<file path="src/rtl/wb_loader_master_pkg.sv">
// Shared constants for the Wishbone loader master: FSM states, command fields and status bytes.
package wb_loader_master_pkg;

  typedef enum logic [2:0] {
    StIdle,
    StAddr0,
    StAddr1,
    StAddr2,
    StWdata,
    StWbcyc,
    StRsend,
    StWstat
  } state_e;

  // Bit 0 of the [0:7] command byte is its MSB.
  localparam int unsigned CmdWBit = 0;

  localparam logic [7:0] StatOk      = 8'h00;
  localparam logic [7:0] StatTimeout = 8'hE1;
  localparam logic [7:0] RdTimeout   = 8'hFF;

  localparam logic [7:0] PageVdp  = 8'h00;
  localparam logic [7:0] PageRom  = 8'h01;
  localparam logic [7:0] PageGrom = 8'h02;

endpackage

</file>
<file path="src/rtl/wb_loader_master.sv">
// Host byte-stream to Wishbone classic bridge: framed commands become single-byte WB cycles with an
// auto-incrementing address; read data and write status are returned on the tx stream.
module wb_loader_master
  import wb_loader_master_pkg::*;
#(
  parameter int unsigned ack_timeout = 255,
  parameter int unsigned addr_bits   = 24
) (
  input  logic                 clk,
  input  logic                 reset_n,
  input  logic [0:7]           rx_data,
  input  logic                 rx_valid,
  output logic                 rx_ready,
  output logic [0:7]           tx_data,
  output logic                 tx_valid,
  input  logic                 tx_ready,
  output logic [0:addr_bits-1] wb_adr_o,
  output logic [0:7]           wb_dat_o,
  input  logic [0:7]           wb_dat_i,
  output logic                 wb_we_o,
  output logic [0:0]           wb_sel_o,
  output logic                 wb_stb_o,
  output logic                 wb_cyc_o,
  input  logic                 wb_ack_i,
  output logic                 busy,
  output logic                 error
);

  state_e      state_q, state_d;
  logic        alive_q;
  logic        we_q;
  logic [6:0]  cnt_q;
  logic [23:0] adr_q;
  logic [7:0]  wdata_q;
  logic [7:0]  rdata_q;
  logic        stb_q;
  logic [15:0] timer_q;
  logic        error_q;

  logic rx_fire;
  logic tmo;
  logic wb_done;

  // rx_ready stays low for the first cycle out of reset so every output reads 0 during reset.
  always_comb begin
    rx_ready = 1'b0;
    if (alive_q) begin
      case (state_q)
        StIdle, StAddr0, StAddr1, StAddr2, StWdata: rx_ready = 1'b1;
        default:                                    rx_ready = 1'b0;
      endcase
    end
  end

  assign rx_fire = rx_valid & rx_ready;
  assign tmo     = (timer_q == 16'(ack_timeout - 1));
  assign wb_done = stb_q & (wb_ack_i | tmo);

  always_comb begin
    state_d = state_q;
    case (state_q)
      StIdle:  if (rx_fire) state_d = StAddr0;
      StAddr0: if (rx_fire) state_d = StAddr1;
      StAddr1: if (rx_fire) state_d = StAddr2;
      StAddr2: if (rx_fire) state_d = we_q ? StWdata : StWbcyc;
      StWdata: if (rx_fire) state_d = StWbcyc;
      StWbcyc: begin
        if (wb_done) begin
          if (!we_q)            state_d = StRsend;
          else if (cnt_q != '0) state_d = StWdata;
          else                  state_d = StWstat;
        end
      end
      StRsend: if (tx_ready) state_d = (cnt_q != '0) ? StWbcyc : StIdle;
      StWstat: if (tx_ready) state_d = StIdle;
      default: state_d = StIdle;
    endcase
  end

  always_ff @(posedge clk or negedge reset_n) begin
    if (!reset_n) begin
      state_q <= StIdle;
      alive_q <= 1'b0;
    end else begin
      state_q <= state_d;
      alive_q <= 1'b1;
    end
  end

  // cnt_q holds remaining-1; it is decremented when leaving a beat that has another one after it.
  always_ff @(posedge clk or negedge reset_n) begin
    if (!reset_n) begin
      we_q    <= 1'b0;
      cnt_q   <= '0;
      adr_q   <= '0;
      wdata_q <= '0;
      rdata_q <= '0;
      error_q <= 1'b0;
    end else begin
      unique case (1'b1)
        state_q == StIdle: begin
          if (rx_fire) begin
            we_q    <= rx_data[CmdWBit];
            cnt_q   <= rx_data[1:7];
            error_q <= 1'b0;
          end
        end
        state_q == StAddr0: if (rx_fire) adr_q[23:16] <= rx_data;
        state_q == StAddr1: if (rx_fire) adr_q[15:8]  <= rx_data;
        state_q == StAddr2: if (rx_fire) adr_q[7:0]   <= rx_data;
        state_q == StWdata: if (rx_fire) wdata_q      <= rx_data;
        state_q == StWbcyc: begin
          if (wb_done) begin
            // Upper bits beyond addr_bits are never driven out, so wrap is implicit.
            adr_q <= adr_q + 24'd1;
            if (!wb_ack_i) error_q <= 1'b1;
            if (!we_q)     rdata_q <= wb_ack_i ? wb_dat_i : RdTimeout;
            if (we_q && cnt_q != '0) cnt_q <= cnt_q - 7'd1;
          end
        end
        state_q == StRsend: if (tx_ready && cnt_q != '0) cnt_q <= cnt_q - 7'd1;
        default: ;
      endcase
    end
  end

  // Strobe rises the cycle after WBCYC entry and drops on the edge that completes the cycle.
  always_ff @(posedge clk or negedge reset_n) begin
    if (!reset_n) begin
      stb_q   <= 1'b0;
      timer_q <= '0;
    end else begin
      if (stb_q) begin
        stb_q   <= !wb_done;
        timer_q <= wb_done ? '0 : timer_q + 16'd1;
      end else begin
        stb_q   <= (state_q == StWbcyc);
        timer_q <= '0;
      end
    end
  end

  always_comb begin
    tx_valid = 1'b0;
    tx_data  = '0;
    if (state_q == StRsend) begin
      tx_valid = 1'b1;
      tx_data  = rdata_q;
    end else if (state_q == StWstat) begin
      tx_valid = 1'b1;
      tx_data  = error_q ? StatTimeout : StatOk;
    end
  end

  assign wb_adr_o = adr_q[addr_bits-1:0];
  assign wb_dat_o = wdata_q;
  assign wb_we_o  = we_q;
  assign wb_sel_o = stb_q;
  assign wb_stb_o = stb_q;
  assign wb_cyc_o = stb_q;
  assign busy     = (state_q != StIdle);
  assign error    = error_q;

endmodule
</file>
<file path="config.mk">
export PLATFORM = sky130hd
export DESIGN_NAME = wb_loader_master
export DESIGN_NICKNAME = d
export VERILOG_FILES = /design/src/rtl/wb_loader_master_pkg.sv /design/src/rtl/wb_loader_master.sv
export SDC_FILE = /design/constraint.sdc
export NUM_CORES = 1
export LEC_CHECK = 0
export ABC_AREA = 1
export CAP_MARGIN = 30
export CORE_ASPECT_RATIO = 0.6
export CORE_MARGIN = 5
export CORE_UTILIZATION = 54
export DETAILED_ROUTE_END_ITERATION = 10
export PLACE_DENSITY = 0.88
export SETUP_SLACK_MARGIN = 0.2
export SYNTH_ARGS = -nofsm -noshare
export SYNTH_HDL_FRONTEND = slang
export SYNTH_SLANG_ARGS = --single-unit
</file>
<file path="constraint.sdc">
create_clock -name clk -period 2.22 [get_ports clk]
set_input_delay 0.222 -clock clk [delete_from_list [all_inputs] [get_ports clk]]
set_output_delay 0.222 -clock clk [all_outputs]
set_load 0.005 [all_outputs]
</file>
==> reports/metrics.cfg <==
[status]
status = complete, no violations

[route]
drc = 0
vias_per_cell = 5.52
drtPass1Iterations = 6
ant_nets = 0
drt_wl_total_mm = 12.5
vias = 4436
drt-wirelength-per-cell_um = 15.6
drt_iter0_markers = 492

[sta]
fin_tns_setup_ps = 0
rsz0062_at_grt = yes
fin_crit_sh_pct = 88.3
fmax_ghz = 0.510
setup_viol = 0
setup_ws_ps = 259
finClkSkew_ps = 8.39
finalMaxSlewViolations = 0
hold_slack_ps = 430
min_period_ps = 1960
hold_violations = 0

[setup_path]
start_kind = flip-flop
worstSetupPathType = flip-flop to primary output
path_max_fanout = 6
ff2ff_path_depth = 10
r2r_start = timer_q[0]
cp_data_required_time_ps = 2000
endpoint = tx_data[4]
rr_endpoint = wb_adr_o[1]
slowest_delay_ps = 500
worstPathArrival_ps = 1740
cp_cell_sequence = inv_2 > nand3_4 > buf_4 > nor2_1 > clkdlybuf4s50_1
worstSetupEndpointType = primary output
worst-r2r-setup-slack_ps = 390
crit_path_start = state_q[0]
cp_slowest_cell = clkdlybuf4s50_1

[global_route]
grt_overflow_total = 0
antenna_found_initial = 0
grt_max_degree = 71
grt_pass1_wl_mm = 20.3
first_global_vias = 4053
grtUsageTotal_pct = 25.6

[clock_tree]
root_buffer = clkbuf_16
cts_tree = done
path_clk_slew_ps = 50
clock_sinks = 70
worst_skew_pair.late_latency_ps = 340
clk_path_buf_depth = 2
h-tree-depth = 3
numCtsBuffers = 9

[die]
fp-row-count = 25
io_pins = 69
chipWidth_um = 126
core_area_mm2 = 0.00791
start_util_pct = 55.5
die_area_mm2 = 0.0101
die_h_um = 79.9

[finish]
fin_area_mm2 = 0.00549
final_cells = 804
num-nets-final = 719
synthToLayoutAreaGrowth_pct = 24.9
fillCellCount = 618
diodes = 0
drive_gt1_share_pct = 8.91

[worst_hold_path]
hold_path.class = input port to asynchronous set/reset pin

[synthesis]
synthArstFlopShare_pct = 100
yosysWarnings = 0
syn_area_per_cell_um2 = 7.10
synthTopCellsByArea = dfrtp_1, nand2_1, nand3_1
synthCells = 619
yosysTopAreaCell = dfrtp_1
synth.distinct_cells = 35
syn-num-nets = 645
syn_area_mm2 = 0.00440
ys_top_cells_by_count = nand2_1, dfrtp_1, nor2_1, nand3_1, inv_1
seq_area_frac_synth_pct = 39.9
synth_edf_count = 0
ys.flop_type = dfrtp_1
ys_ff_latch = 70
yosysMostFrequentCell = nand2_1
synth.top_cell.area_share_pct = 39.9

[placed_design]
dp_cells = 784
gp_congestion = 0.960
numPortBuffers = 68
dpl_cell_area_mm2 = 0.00513
dp_slack_ps = 307
dp_hpwl_mm = 8.93

[power_and_ir_drop]
powerDensity_mw_per_mm2 = 1190
ir_worst_vdd_v = 0.000488
leakagePower_nw = 2.59

[job]
drv_cap = 0

per-layer routing:
layer	track usage (%)	vias up	routed length [µm]
met4	7.28	0	223
met3	9.16	27	1460
met1	35.2	2051	5420
met2	38.0	262	5410
met5	0	-	0
li1	-	2096	-
critical path, delay by kind of cell (launching register included):
| kind | cells | cell delay (ps) |
|---|---|---|
| and+or+nand+nor | 2 | 180 |
| buffers and inverters | 3 | 760 |
| DFF | 1 | 450 |
layout by cell type (no fill, tap or decap), types with 3 or more instances in the layout:
master / count
a21oi_1: 12
buf_4: 6
clkbuf_16: 9
clkdlybuf4s50_1: 66
dfrtp_1: 67
dfrtp_2: 3
ha_1: 5
inv_1: 50
inv_2: 5
inv_4: 4
nand2_1: 222
nand2_2: 8
nand2_4: 6
nand3_1: 56
nand3b_1: 3
nor2_1: 69
nor2_4: 3
nor2_8: 3
nor3_1: 7
o21ai_0: 43
o21ai_1: 5
xnor2_1: 4
xor2_1: 11
through the flow:
stage | util [%] | total power, W
final | 69.4 | 0.00656
after detailed placement | 64.8 | 0.00498
after global routing | 69.4 | 0.00699
after floorplan | - | 0.00384
after CTS | 68.8 | 0.00648
after global placement | 64.8 | 0.00486
worst min path at each step:
stage,startpoint,to,slack [ps],depth (start not counted)
3_3_place_gp,reset_n,timer_q[4],270,2
6_report,reset_n,timer_q[8],430,3
2_1_floorplan,reset_n,alive_q,-70,0
4_1_cts,reset_n,timer_q[8],460,3
3_5_place_dp,reset_n,timer_q[4],280,2
5_1_grt,reset_n,timer_q[5],490,3
cells by family after synthesis:
family                     count (synthesis)  share of synthesized area [%]
AOI/OAI and AO/OA                         64                           7.54
xor gates and xnor gates                  15                           2.99
other                                      1                         0.0853
buffers and inverters                     73                           7.74
DFF                                       70                           39.9
adders and majority gates                  5                           1.42
muxes                                      1                          0.256
and+or+nand+nor                          390                           40.1
where the power goes:
group / leakage, nW / internal, W / switching, W
clock: 0.142 / 0.000919 / 0.000528
combinational: 1.54 / 0.00129 / 0.00151
sequential: 0.913 / 0.00173 / 0.000579
total: 2.59 / 0.00394 / 0.00262
repair_timing:
action                                  4_1_cts  5_1_grt
pin swaps                                     0        3
endpoints found under the setup margin        5       23
hold buffers                                  1        0
hold endpoints to repair                     70        0
setup buffers                                 1        4
resized for setup                             4        4
final cells by class:
cell class                      count  area, µm²  share of cell area, %
Inverter                           59        231                   4.22
Multi-Input combinational cell    476       2310                   42.1
Tap cell                          108        135                   2.46
Sequential cell                    70       1760                   32.0
Timing Repair Buffer               77        764                   13.9
Clock buffer                       13        260                   4.74
Clock inverter                      1       30.0                  0.547
flip-flops by register name (all words and copies together), names as in the netlist:
signal and cells:
rdata_q 8, wb_adr_o 24, state_q 3, timer_q 16
wb_we_o 1, wb_dat_o 8, alive_q 1, cnt_q 7
wb_cyc_o 1, error 1
Note: power is estimated with default switching activity, not from simulation.
